<file path="src/rtl/div_iter_pkg.sv">
//==============================================================================
// Module      : div_iter_pkg
// Description : State encodings and handshake levels shared by the divider.
// Revision    : 1.0 - initial release
//==============================================================================
`default_nettype none

package div_iter_pkg;

    localparam logic [1:0] DivFree   = 2'b00;
    localparam logic [1:0] DivByZero = 2'b01;
    localparam logic [1:0] DivOn     = 2'b10;
    localparam logic [1:0] DivEnd    = 2'b11;

    localparam logic DivResultReady    = 1'b1;
    localparam logic DivResultNotReady = 1'b0;

    localparam logic DivStart = 1'b1;
    localparam logic DivStop  = 1'b0;

endpackage

`default_nettype wire

</file>
<file path="src/rtl/div_iter_lzc_w.sv">
//==============================================================================
// Module      : lzc_w
// Description : Combinational leading-zero counter; all-zero input yields WIDTH.
// Revision    : 1.0 - initial release
//==============================================================================
`default_nettype none

module lzc_w #(
    parameter int WIDTH = 32,
    parameter int CNT_W = $clog2(WIDTH + 1)
) (
    input  logic [WIDTH-1:0] data,
    output logic [CNT_W-1:0] count
);

    logic w_found;

    always_comb begin
        count   = CNT_W'(WIDTH);
        w_found = 1'b0;
        for (int i = WIDTH - 1; i >= 0; i--) begin
            if (!w_found && data[i]) begin
                count   = CNT_W'(WIDTH - 1 - i);
                w_found = 1'b1;
            end
        end
    end

endmodule

`default_nettype wire

</file>
<file path="src/rtl/div_iter.sv">
//==============================================================================
// Module      : div_iter
// Description : Iterative radix-2 restoring divider with early-out, divide-by-
//               zero flag and annul abort.
// Revision    : 1.0 - initial release
//==============================================================================
`default_nettype none

module div_iter
    import div_iter_pkg::*;
#(
    parameter int WIDTH     = 32,
    parameter int EARLY_OUT = 1,
    parameter int CNT_W     = $clog2(WIDTH + 1)
) (
    input  logic               clk,
    input  logic               rst,
    input  logic               signed_div_i,
    input  logic [WIDTH-1:0]   opdata1_i,
    input  logic [WIDTH-1:0]   opdata2_i,
    input  logic               start_i,
    input  logic               annul_i,
    output logic [2*WIDTH-1:0] result_o,
    output logic               ready_o,
    output logic               div_by_zero_o
);

    logic [1:0]       r_state;
    logic [CNT_W-1:0] r_cnt;
    logic [WIDTH-1:0] r_dividend;
    logic [WIDTH-1:0] r_divisor;
    logic [WIDTH-1:0] r_quot;
    logic [WIDTH-1:0] r_rem;
    logic             r_neg_q;
    logic             r_neg_r;

    logic [WIDTH-1:0] w_abs1;
    logic [WIDTH-1:0] w_abs2;
    logic [CNT_W-1:0] w_lz;
    logic [WIDTH:0]   w_shifted;
    logic [WIDTH:0]   w_diff;
    logic             w_qbit;
    logic [WIDTH-1:0] w_rem_next;
    logic [WIDTH-1:0] w_quot_next;
    logic [WIDTH-1:0] w_rem_fix;
    logic [WIDTH-1:0] w_quot_fix;

    // -2^(WIDTH-1) negates to itself, which is its correct unsigned magnitude
    assign w_abs1 = (signed_div_i && opdata1_i[WIDTH-1]) ? -opdata1_i : opdata1_i;
    assign w_abs2 = (signed_div_i && opdata2_i[WIDTH-1]) ? -opdata2_i : opdata2_i;

    generate
        if (EARLY_OUT == 1) begin : g_lzc
            lzc_w #(
                .WIDTH (WIDTH),
                .CNT_W (CNT_W)
            ) u_lzc (
                .data  (w_abs1),
                .count (w_lz)
            );
        end else begin : g_no_lzc
            assign w_lz = '0;
        end
    endgenerate

    // Partial remainder stays below the divisor, so bit WIDTH of the
    // difference is a clean borrow indicator.
    assign w_shifted   = {r_rem, r_dividend[WIDTH-1]};
    assign w_diff      = w_shifted - {1'b0, r_divisor};
    assign w_qbit      = ~w_diff[WIDTH];
    assign w_rem_next  = w_qbit ? w_diff[WIDTH-1:0] : w_shifted[WIDTH-1:0];
    assign w_quot_next = {r_quot[WIDTH-2:0], w_qbit};
    assign w_quot_fix  = r_neg_q ? -w_quot_next : w_quot_next;
    assign w_rem_fix   = r_neg_r ? -w_rem_next : w_rem_next;

    always_ff @(posedge clk or negedge rst) begin
        if (!rst) begin
            r_state       <= DivFree;
            r_cnt         <= '0;
            r_dividend    <= '0;
            r_divisor     <= '0;
            r_quot        <= '0;
            r_rem         <= '0;
            r_neg_q       <= 1'b0;
            r_neg_r       <= 1'b0;
            result_o      <= '0;
            ready_o       <= DivResultNotReady;
            div_by_zero_o <= 1'b0;
        end else if (annul_i) begin
            r_state       <= DivFree;
            result_o      <= '0;
            ready_o       <= DivResultNotReady;
            div_by_zero_o <= 1'b0;
        end else begin
            case (r_state)
                DivFree: begin
                    if (start_i == DivStart) begin
                        r_neg_q    <= signed_div_i & (opdata1_i[WIDTH-1] ^ opdata2_i[WIDTH-1]);
                        r_neg_r    <= signed_div_i & opdata1_i[WIDTH-1];
                        r_divisor  <= w_abs2;
                        r_rem      <= '0;
                        r_quot     <= '0;
                        r_cnt      <= w_lz;
                        r_dividend <= w_abs1 << w_lz;
                        if (opdata2_i == '0) begin
                            r_state <= DivByZero;
                        end else if ((EARLY_OUT == 1) && (w_abs1 == '0)) begin
                            r_state  <= DivEnd;
                            result_o <= '0;
                            ready_o  <= DivResultReady;
                        end else begin
                            r_state <= DivOn;
                        end
                    end
                end
                DivByZero: begin
                    r_state       <= DivEnd;
                    result_o      <= '0;
                    ready_o       <= DivResultReady;
                    div_by_zero_o <= 1'b1;
                end
                DivOn: begin
                    r_rem      <= w_rem_next;
                    r_quot     <= w_quot_next;
                    r_dividend <= {r_dividend[WIDTH-2:0], 1'b0};
                    r_cnt      <= r_cnt + 1'b1;
                    if (r_cnt == CNT_W'(WIDTH - 1)) begin
                        r_state  <= DivEnd;
                        result_o <= {w_rem_fix, w_quot_fix};
                        ready_o  <= DivResultReady;
                    end
                end
                DivEnd: begin
                    if (start_i == DivStop) begin
                        r_state       <= DivFree;
                        result_o      <= '0;
                        ready_o       <= DivResultNotReady;
                        div_by_zero_o <= 1'b0;
                    end
                end
                default: r_state <= DivFree;
            endcase
        end
    end

endmodule

`default_nettype wire

</file>
<file path="config.mk">
export PLATFORM = sky130hd
export DESIGN_NAME = div_iter
export DESIGN_NICKNAME = d
export VERILOG_FILES = /design/src/rtl/div_iter_pkg.sv /design/src/rtl/div_iter_lzc_w.sv /design/src/rtl/div_iter.sv
export SDC_FILE = /design/constraint.sdc
export NUM_CORES = 1
export LEC_CHECK = 0
export ABC_AREA = 0
export ABC_CLOCK_PERIOD_IN_PS = 7170
export BUFFER_PORTS_ARGS = -buffer_cell sky130_fd_sc_hd__buf_2
export CAP_MARGIN = 20
export CORE_ASPECT_RATIO = 0.8
export CORE_UTILIZATION = 57
export CTS_CLUSTER_SIZE = 12
export DETAILED_ROUTE_END_ITERATION = 16
export PLACE_DENSITY = 0.82
export REMOVE_ABC_BUFFERS = 1
export SLEW_MARGIN = 10
export SYNTH_ARGS = -nofsm -noshare
export SYNTH_HDL_FRONTEND = slang
export SYNTH_SLANG_ARGS = --single-unit
</file>
<file path="constraint.sdc">
create_clock -name clk -period 7.17 [get_ports clk]
set_clock_uncertainty 0.15 [all_clocks]
set_input_delay 0 -clock clk [delete_from_list [all_inputs] [get_ports clk]]
set_output_delay 0 -clock clk [all_outputs]
set_load 0.005 [all_outputs]
</file>
## Word level (Yosys, flattened, before mapping)

Cells that the tools add are included.

- Register bits after elaboration: 203
- Input port bits: 69
- Output and inout port bits: 66
- Word-level logic and storage cells: 205

- $add $sub $neg: 6
- Eq/ne operators: 10
- Shift-type cells: 1
- Multiplexer cells: 98
- Bitwise logic cells: 5
- Reductions and logical operators: 74

Operators by type and width:

| kind | number |
|---|---|
| 64-bit two-way mux | 6 |
| 64-bit one-hot mux with 4 select lines | 1 |
| 32-bit two-way mux | 7 |
| 6-bit two-way mux | 33 |
| 32-bit negation | 4 |
| 32-bit one-hot mux with 2 select lines | 2 |
| 32-bit logical NOT | 2 |
| 31-bit one-hot mux with 2 select lines | 1 |
| 1-bit two-way mux | 39 |
| 1-bit logical AND | 33 |
| 33-bit by 32-bit subtractor with 33-bit output | 1 |
| 32-bit by 6-bit << shifter with 32-bit output | 1 |
| 1-bit logical NOT | 31 |
| 3-bit != test, second input constant | 5 |
| 6-bit one-hot mux with 2 select lines | 1 |
| 2-bit two-way mux | 5 |
| 3-bit AND reduction | 3 |
| 2-bit one-hot mux with 4 select lines | 1 |
| 6-bit by 1-bit adder with 6-bit output, second input constant | 1 |
| 6-bit by 5-bit == test with 1-bit output, second input constant | 1 |
| 5-bit AND reduction | 1 |
| 2-bit == test, second input constant | 2 |
| 1-bit one-hot mux with 4 select lines | 1 |
| 3-bit nonzero test | 1 |
| 9 further kinds | 11 |

## Depth between registers and ports, before layout

Gate-level depths: netlist of run 1.

- Depth in word-level cells: 99
- Gate-level depth with buffers: 25
- Depth with buffers taken out: 21

## Hierarchy

Synthesis of run 1 repeated with hierarchy kept, for this count alone.

- Cells, all modules: 1831
- Area, all modules: 15408.5 um2

By module, submodules not included:

| module | times used | cells each | area an instance (um2) | sequential area each (um2) |
|---|---|---|---|---|
| div_iter | 1 | 1767 | 15023.2 | 5079.9 |
| lzc_w | 1 | 64 | 385.4 | 0.0 |

## Worst setup path before layout of run 1

No wires, ideal clock.

- Path type: register to register
- Start: reg r_dividend[31]
- End: reg result_o[62]
- Setup time: 0.131 ns
- Data arrival time: 5.360 ns
- Required time: 6.889 ns
- Slack: 1.530 ns
- Cell stages (with the launch flop): 26
- Path buffers: 4
- Clock period less this slack: 5.640 ns
- Path through: dfrtp_1 -> inv_1 -> ha_1 -> inv_1 -> fa_1 -> a21o_1 -> a2111oi_0 -> a211oi_1 -> o211ai_1 -> a211oi_1 -> o211a_1 -> nor3_1 -> nor2_1 -> inv_1 -> clkbuf_1 -> clkbuf_1 -> buf_1 -> nor2_1 -> a21oi_1 -> ha_1 -> o21ai_0 -> or2_2 -> clkbuf_1 -> o41ai_1 -> xnor2_1 -> o21ai_1

- Cells in the longest elaborated chain, start to end: 7

RTL lines:

| item | line | text |
|---|---|---|
| start: declaration | div_iter.sv:30 | `logic [WIDTH-1:0] r_dividend;` |
| start signal: assignment | div_iter.sv:104 | `r_dividend <= w_abs1 << w_lz;` |
| start signal: assignment | div_iter.sv:125 | `r_dividend <= {r_dividend[WIDTH-2:0], 1'b0};` |
| 33-bit by 32-bit subtractor with 33-bit output | div_iter.sv:69 | `assign w_diff = w_shifted - {1'b0, r_divisor};` |
| 32-bit two-way mux * | div_iter.sv:71 | `assign w_rem_next = w_qbit ? w_diff[WIDTH-1:0] : w_shifted[WIDTH-1:0];` |
| 32-bit negation | div_iter.sv:74 | `assign w_rem_fix = r_neg_r ? -w_rem_next : w_rem_next;` |
| 32-bit two-way mux * | div_iter.sv:74 |  |
| 64-bit two-way mux * | div_iter.sv:127 | `if (r_cnt == CNT_W'(WIDTH - 1)) begin` |
| 64-bit one-hot mux with 4 select lines * | div_iter.sv:95 | `case (r_state)` |
| 64-bit two-way mux * | div_iter.sv:89 | `end else if (annul_i) begin` |
| end signal: assignment | div_iter.sv:129 | `result_o <= {w_rem_fix, w_quot_fix};` |
| end: declaration | div_iter.sv:23 | `output logic [2*WIDTH-1:0] result_o,` |

Mark *: on every way between the ends. The rest lies on a longest branch, timed or not. The select of a mux whose other input is x is not followed.
A chain may end at the register's enable or synchronous reset.

## Worst setup path in the final report of run 1

- Start: reg r_dividend[31]
- End: reg result_o[60]

Same word-level chain as after synthesis.

==> impl_metrics.csv, run 1 <==
group,metric,value,unit
setup_path,start_kind,"flop",
logic_synthesis,synth_ff_type,"dfrtp_1",
pwr,p_comb_share,63.0,%
final_layout,final_nets,2156,
floorplan,die_w,187.7,um
timing,rsz0062_at_grt,"no",
clocking,clkSinkCount,203,
logic_synthesis,yosysWarningCount,0,
timing,relSlewSlack,16.97,%
routing,drt_wl_total,47500,um
setup_path,cpMostUsedCell,"inv_1",
setup_path,cp.buffers_inverters,5,
clocking,cts-root-buf,"clkbuf_16",
final_layout,design_area,17910,um2
pwr,p_sw_share,49.24,%
final_layout,stdcell_count,2415,
final_layout,antenna_cells,0,
logic_synthesis,synthCells,1923,
timing,clock.fmax,0.1626,GHz
routing,drtIter0Drc,2029,
routing,avgRoutedWirePerCell,19.67,um
final_layout,final_cell_mix,"nand2_1 (263), dfrtp_1 (203), o21ai_0 (192), buf_2 (133), nor2_1 (113)",
setup_path,path_cells,"inv_1 -> ha_1 -> inv_1 -> fa_1 -> a21o_1 -> a2111oi_0 -> a211oi_1 -> o211ai_1 -> a211oi_1 -> o211ai_1 -> a21oi_1 -> buf_4 -> nor2_4 -> inv_1 -> buf_4 -> a21oi_1 -> ha_1 -> o21ai_0 -> or2_2 -> o41ai_1 -> xnor2_1 -> o21ai_1",
pwr,p_int,4.129,mW
place,dp_cells,2314,
timing,fin_crit_sh,85.76,%
logic_synthesis,synth_cell_types,92,
pwr,seq_power_share,22.9,%
clocking,cts_resized,0,
floorplan,row_count,53,
place,port_buffers,134,
setup_path,cp-end-kind,"flop",
setup_path,slowest_delay,0.67,ns
routing,wl_met2,20320,um
final_layout,final_layout_size_suffix_gt1_share,11.76,%
timing,min_period,6.149,ns
job,cap_viol_max_count,0,
min_path,hp-class,"in2async",
routing,dr_wl_met3,4709,um
global_routing,grt_antenna_before_repair,0,
global_routing,grt_max_degree,125,
logic_synthesis,avgSynthCellArea,8.181,um2
clocking,cts_made_buffers,23,
status,outcome,"completed",
timing,report.final.slew_viol_count,0,
floorplan,initial_core_util,59.01,%
routing,viasPerCell,6.574,
logic_synthesis,synth_edf_count,0,
timing,worstMarginPinSlew,1.229,ns
pwr,pwr_density_cell,454.0,nW/um2
logic_synthesis,yosys_register_bits,203,
timing,setup_viol,0,
logic_synthesis,ys_seq_area_share,32.29,%
clocking,tritoncts,"built",
logic_synthesis,synth_async_sr_flop_share,100.0,%
pwr,switching_power,4.004,mW
setup_path,crit_type,"reg2reg",
place,finalWeightedCongestion,1.013,
global_routing,grt-ovfl-total,0,
clocking,cts-htree-levels,1,
place,hpwl,33460,um
clocking,clock_latency,0.53,ns
routing,top_layer,"met4",
routing,dr.pass1.iters,6,
clocking,clockBufferDepth,3,
clocking,cts_setup_buffers,0,
final_layout,layout_commonest_cell,"nand2_1",
routing,drc,0,
floorplan,boundaryPins,135,
global_routing,track_usage,33.34,%
clocking,path_clk_slew,0.06,ns
floorplan,die-area,28270,um2
global_routing,grt_pass1_vias,14650,
routing,num_vias,15880,
setup_path,crit_family,"compound AO/OA/AOI/OAI gates",
pwr,peakVddDrop,0.0002601,V
global_routing,grt_pass1_wl,76680,um
clocking,cts-hold-fix-buffers,62,
floorplan,coreArea,26660,um2
routing,antenna_left,0,
logic_synthesis,syn_area,15730,um2
timing,whs,0.03744,ns
setup_path,cp.required,7.40,ns
pwr,pwr-share-clk,14.1,%
floorplan,die_h,150.6,um
place,placed_area,16540,um2
final_layout,syn_to_final_growth,13.87,%
routing,met1_length,21180,um
setup_path,crit_slowest_cell,"a2111oi_0",
pwr,leakagePower,7.828,nW
setup_path,crit_fanout,39,
setup_path,arrival,6.37,ns
timing,finalHoldViolCount,0,
[power by group through the flow]
stage	combinational (mW)	clock [mW]	sequential, mW
floorplan	3.53	0	1.80
global placement	4.77	0	1.84
detailed placement	4.88	0	1.86
CTS	4.96	1.17	1.85
global route	5.58	1.21	1.91
finish	5.12	1.15	1.86
[through the flow]
step | worst slack (ns) | power [mW] | setup TNS (ns) | util, %
5_1_grt | 0.6593 | 8.694 | 0 | 67.20
3_3_place_gp | 1.484 | 6.616 | 0 | 62.01
2_1_floorplan | -0.3947 | 5.325 | -8.799 | -
6_report | 1.021 | 8.133 | 0 | 67.20
3_5_place_dp | 1.278 | 6.746 | 0 | 62.06
4_1_cts | 1.226 | 7.974 | 0 | 67.09
[layer usage]
| layer | global-route usage (%) | vias to the layer above |
|---|---|---|
| met2 | 50.11 | 899 |
| met3 | 5.664 | 108 |
| met1 | 48.76 | 7572 |
| met5 | 0 | - |
| met4 | 10.45 | 0 |
| li1 | - | 7297 |
[cell families (layout without fill, tap and decap cells)]
| logic type | after synthesis | after routing | synth area share [%] |
|---|---|---|---|
| adders and majority gates | 42 | 42 | 3.388 |
| xor gates and xnor gates | 154 | 154 | 8.574 |
| AOI/OAI and AO/OA | 604 | 604 | 25.71 |
| DFF | 203 | 203 | 32.29 |
| and+or+nand+nor | 647 | 647 | 19.63 |
| buffers and inverters | 190 | 325 | 4.876 |
| muxes | 83 | 83 | 5.536 |
[path summary, 6_finish.rpt]
| kind | from | endpoint | slack, ns | cells after the start |
|---|---|---|---|---|
| max | r_dividend[31] | result_o[60] | 1.02 | 22 |
| min | rst | r_rem[3] | 0.04 | 2 |
| max reg2reg | r_dividend[31] | result_o[60] | 1.02 | 22 |
| min reg2reg | result_o[59] | result_o[59] | 0.32 | 2 |
| max in group asynchronous | rst | r_quot[23] | 5.49 | 4 |
| min in group clk | opdata1_i[2] | r_dividend[2] | 0.14 | 6 |
[worst register-to-register path, cell delays in order (launching register included)]
cell and delay, ns:
dfrtp_1 0.43, inv_1 0.09, ha_1 0.18, inv_1 0.06
fa_1 0.39, a21o_1 0.19, a2111oi_0 0.67, a211oi_1 0.24
o211ai_1 0.33, a211oi_1 0.17, o211ai_1 0.24, a21oi_1 0.11
buf_4 0.20, nor2_4 0.13, inv_1 0.08, buf_4 0.27
a21oi_1 0.31, ha_1 0.30, o21ai_0 0.32, or2_2 0.46
o41ai_1 0.46, xnor2_1 0.17, o21ai_1 0.08
[registers in the layout, indices dropped and copies added, names as in the netlist]
register / count
div_by_zero_o: 1
r_cnt: 6
r_rem: 32
r_divisor: 32
r_neg_q: 1
ready_o: 1
r_neg_r: 1
r_dividend: 32
r_state: 2
result_o: 64
r_quot: 31
[synth_stat cells, types with 49 or more instances]
| library cell | number | area share, % |
|---|---|---|
| nand2_1 | 263 | 6.3 |
| nor3_1 | 52 | 1.7 |
| o31ai_1 | 49 | 2.3 |
| mux2i_1 | 62 | 3.9 |
| clkbuf_1 | 99 | 2.4 |
| inv_1 | 69 | 1.6 |
| xor2_1 | 75 | 4.2 |
| nor2_1 | 115 | 2.7 |
| dfrtp_1 | 203 | 32 |
| a21oi_1 | 82 | 2.6 |
| o21ai_0 | 192 | 6.1 |
| xnor2_1 | 79 | 4.4 |
[layout make-up]
class	count	area (um2)
fillers	2166	8745
well taps	357	446.7
multi-input cells	1530	9915
flip-flops and latches	203	5080
clock buffers	33	653.1
inverters	69	259.0
repair buffers	218	1493
clock inverters	5	67.56
No activity file was read; power rests on OpenSTA's default activity.
==> inputs of run 2 (changes only) <==
- PLACE_DENSITY: 0.82 -> 0.77
==> impl_metrics.csv, run 2 (synthesis gave the netlist of run 1 again) <==
group,metric,value,unit
status,outcome,"completed",
timing,report.final.slew_viol_count,0,
final_layout,final_cell_mix,"nand2_1 (263), dfrtp_1 (203), o21ai_0 (192), buf_2 (133), nor2_1 (113)",
floorplan,die_w,187.7,um
timing,clock.fmax,0.1538,GHz
min_path,hp-class,"in2reg",
floorplan,die_h,150.6,um
clocking,tritoncts,"built",
final_layout,largest-register,"result_o",
routing,viasPerCell,6.430,
setup_path,start_kind,"flop",
pwr,p_sw_share,49.18,%
place,pre_cts_ws,0.8975,ns
floorplan,boundaryPins,135,
routing,avgRoutedWirePerCell,19.82,um
floorplan,coreArea,26660,um2
floorplan,initial_core_util,59.01,%
clocking,clock_latency,0.54,ns
setup_path,slowest_delay,0.65,ns
pwr,p_comb_share,63.0,%
setup_path,crit_family,"compound AO/OA/AOI/OAI gates",
global_routing,grt-ovfl-total,0,
pwr,leakagePower,7.834,nW
clocking,cts_made_buffers,23,
floorplan,die-area,28270,um2
final_layout,stdcell_count,2415,
final_layout,layout_commonest_cell,"nand2_1",
routing,antenna_left,0,
global_routing,grt_pass1_wl,77110,um
timing,rsz0062_at_grt,"no",
routing,drc,0,
setup_path,crit_type,"reg2reg",
final_layout,nFillCells,2243,
setup_path,cp-end-kind,"flop",
pwr,pwr_density_cell,448.6,nW/um2
pwr,seq_power_share,23.1,%
timing,worstMarginPinSlew,1.050,ns
place,hpwl,34240,um
timing,relSlewSlack,29.98,%
routing,dr.pass1.iters,6,
routing,drtIter0Drc,1602,
global_routing,grt_use_met3,5.338,%
final_layout,syn_to_final_growth,13.84,%
global_routing,grt.met1_usage,50.56,%
final_layout,final_nets,2159,
final_layout,area.sequential,5080,um2
place,port_buffers,134,
timing,timing.setup.tns,0,ns
routing,num_vias,15530,
place,dp_cells,2316,
place,finalWeightedCongestion,0.9883,
final_layout,final_layout_size_suffix_gt1_share,12.05,%
final_layout,largest_reg_flops,64,
clocking,path_clk_slew,0.06,ns
final_layout,multi_input_area,9915,um2
job,cap_viol_max_count,0,
clocking,cts_resized,0,
floorplan,row_count,53,
global_routing,grt_antenna_before_repair,0,
setup_path,path_cells,"inv_1 -> ha_1 -> inv_1 -> fa_1 -> a21o_1 -> a2111oi_0 -> a211oi_1 -> o211ai_1 -> a211oi_1 -> o211a_1 -> nor3_1 -> nor2_4 -> inv_1 -> nor2_1 -> a21oi_1 -> ha_1 -> o21ai_0 -> or2_2 -> o41ai_1 -> xnor2_1 -> o21ai_1",
pwr,peakVddDrop,0.0002929,V
setup_path,crit_slowest_cell,"a2111oi_0",
final_layout,antenna_cells,0,
setup_path,cpMostUsedCell,"inv_1",
global_routing,track_usage,33.69,%
pwr,pwr-share-clk,13.9,%
timing,finalHoldViolCount,0,
global_routing,grt_util_met2,50.30,%
setup_path,cp.required,7.40,ns
pwr,switching_power,3.951,mW
global_routing,top_usage_layer,"met1",
routing,drt_wl_total,47870,um
setup_path,arrival,6.73,ns
clocking,clockBufferDepth,3,
timing,min_period,6.501,ns
timing,setup_viol,0,
timing,fin_crit_sh,90.67,%
setup_path,crit_fanout,15,
timing,timing.final.ws_setup,0.6691,ns
global_routing,grt_pass1_vias,14450,
pwr,total_power,8.033,mW
pwr,p_int,4.082,mW
clocking,clkSinkCount,203,
global_routing,grt_max_degree,90,
final_layout,utilization,67.18,%
clocking,cts-root-buf,"clkbuf_16",
clocking,cts-htree-levels,1,
setup_path,cp.buffers_inverters,3,
[run 2: final timing paths]
check | from | endpoint | slack, ns | cells past startpoint
worst min register to register | result_o[3] | result_o[3] | 0.32 | 2
max in group asynchronous | rst | r_dividend[31] | 5.56 | 4
worst min-delay path | opdata1_i[26] | r_dividend[28] | 0.1 | 6
min in group asynchronous | rst | result_o[48] | 0.46 | 4
worst max-delay path | r_dividend[31] | result_o[60] | 0.67 | 21
worst max register to register | r_dividend[31] | result_o[60] | 0.67 | 21
[run 2: area by class of cell]
type                       instances  area share [%]
clock buffer                      29           3.563
timing repair buffer             221           8.489
sequential                       203           28.37
inverter                          69           1.446
multi-input combinational       1530           55.36
clock inverter                     6          0.2795
tap                              357           2.494
[run 2: what timing repair did]
item	in CTS	in global routing
hold endpoints to repair	129	0
hold buffers	61	0
setup buffers	0	0
[run 2: power by group through the flow]
stage	Combinational, mW	Clock, mW	Sequential (mW)
after floorplan	3.53	0	1.80
after global placement	4.77	0	1.85
after detailed placement	4.87	0	1.86
after CTS	4.94	1.13	1.84
after global routing	5.54	1.18	1.89
final	5.06	1.12	1.85
[run 2: stage by stage]
step	instance area [um2]	hold WS [ns]
2_1_floorplan	15220	-0.4456
3_3_place_gp	16550	-0.09642
3_5_place_dp	16550	-0.09723
4_1_cts	17870	0.08972
5_1_grt	17910	0.1463
6_report	17910	0.09948
[run 2: layer usage]
layer	share of wire, %	wire [um]
met5	0	0
met4	2.2	1037
met3	9.9	4724
met2	42	20300
met1	46	21800
[run 2: worst min-delay path: stages]
cell and delay [ns]:
buf_2 0.19, xnor2_1 0.17, mux2i_1 0.09, nand2_1 0.08
a31o_2 0.15, a31oi_1 0.06
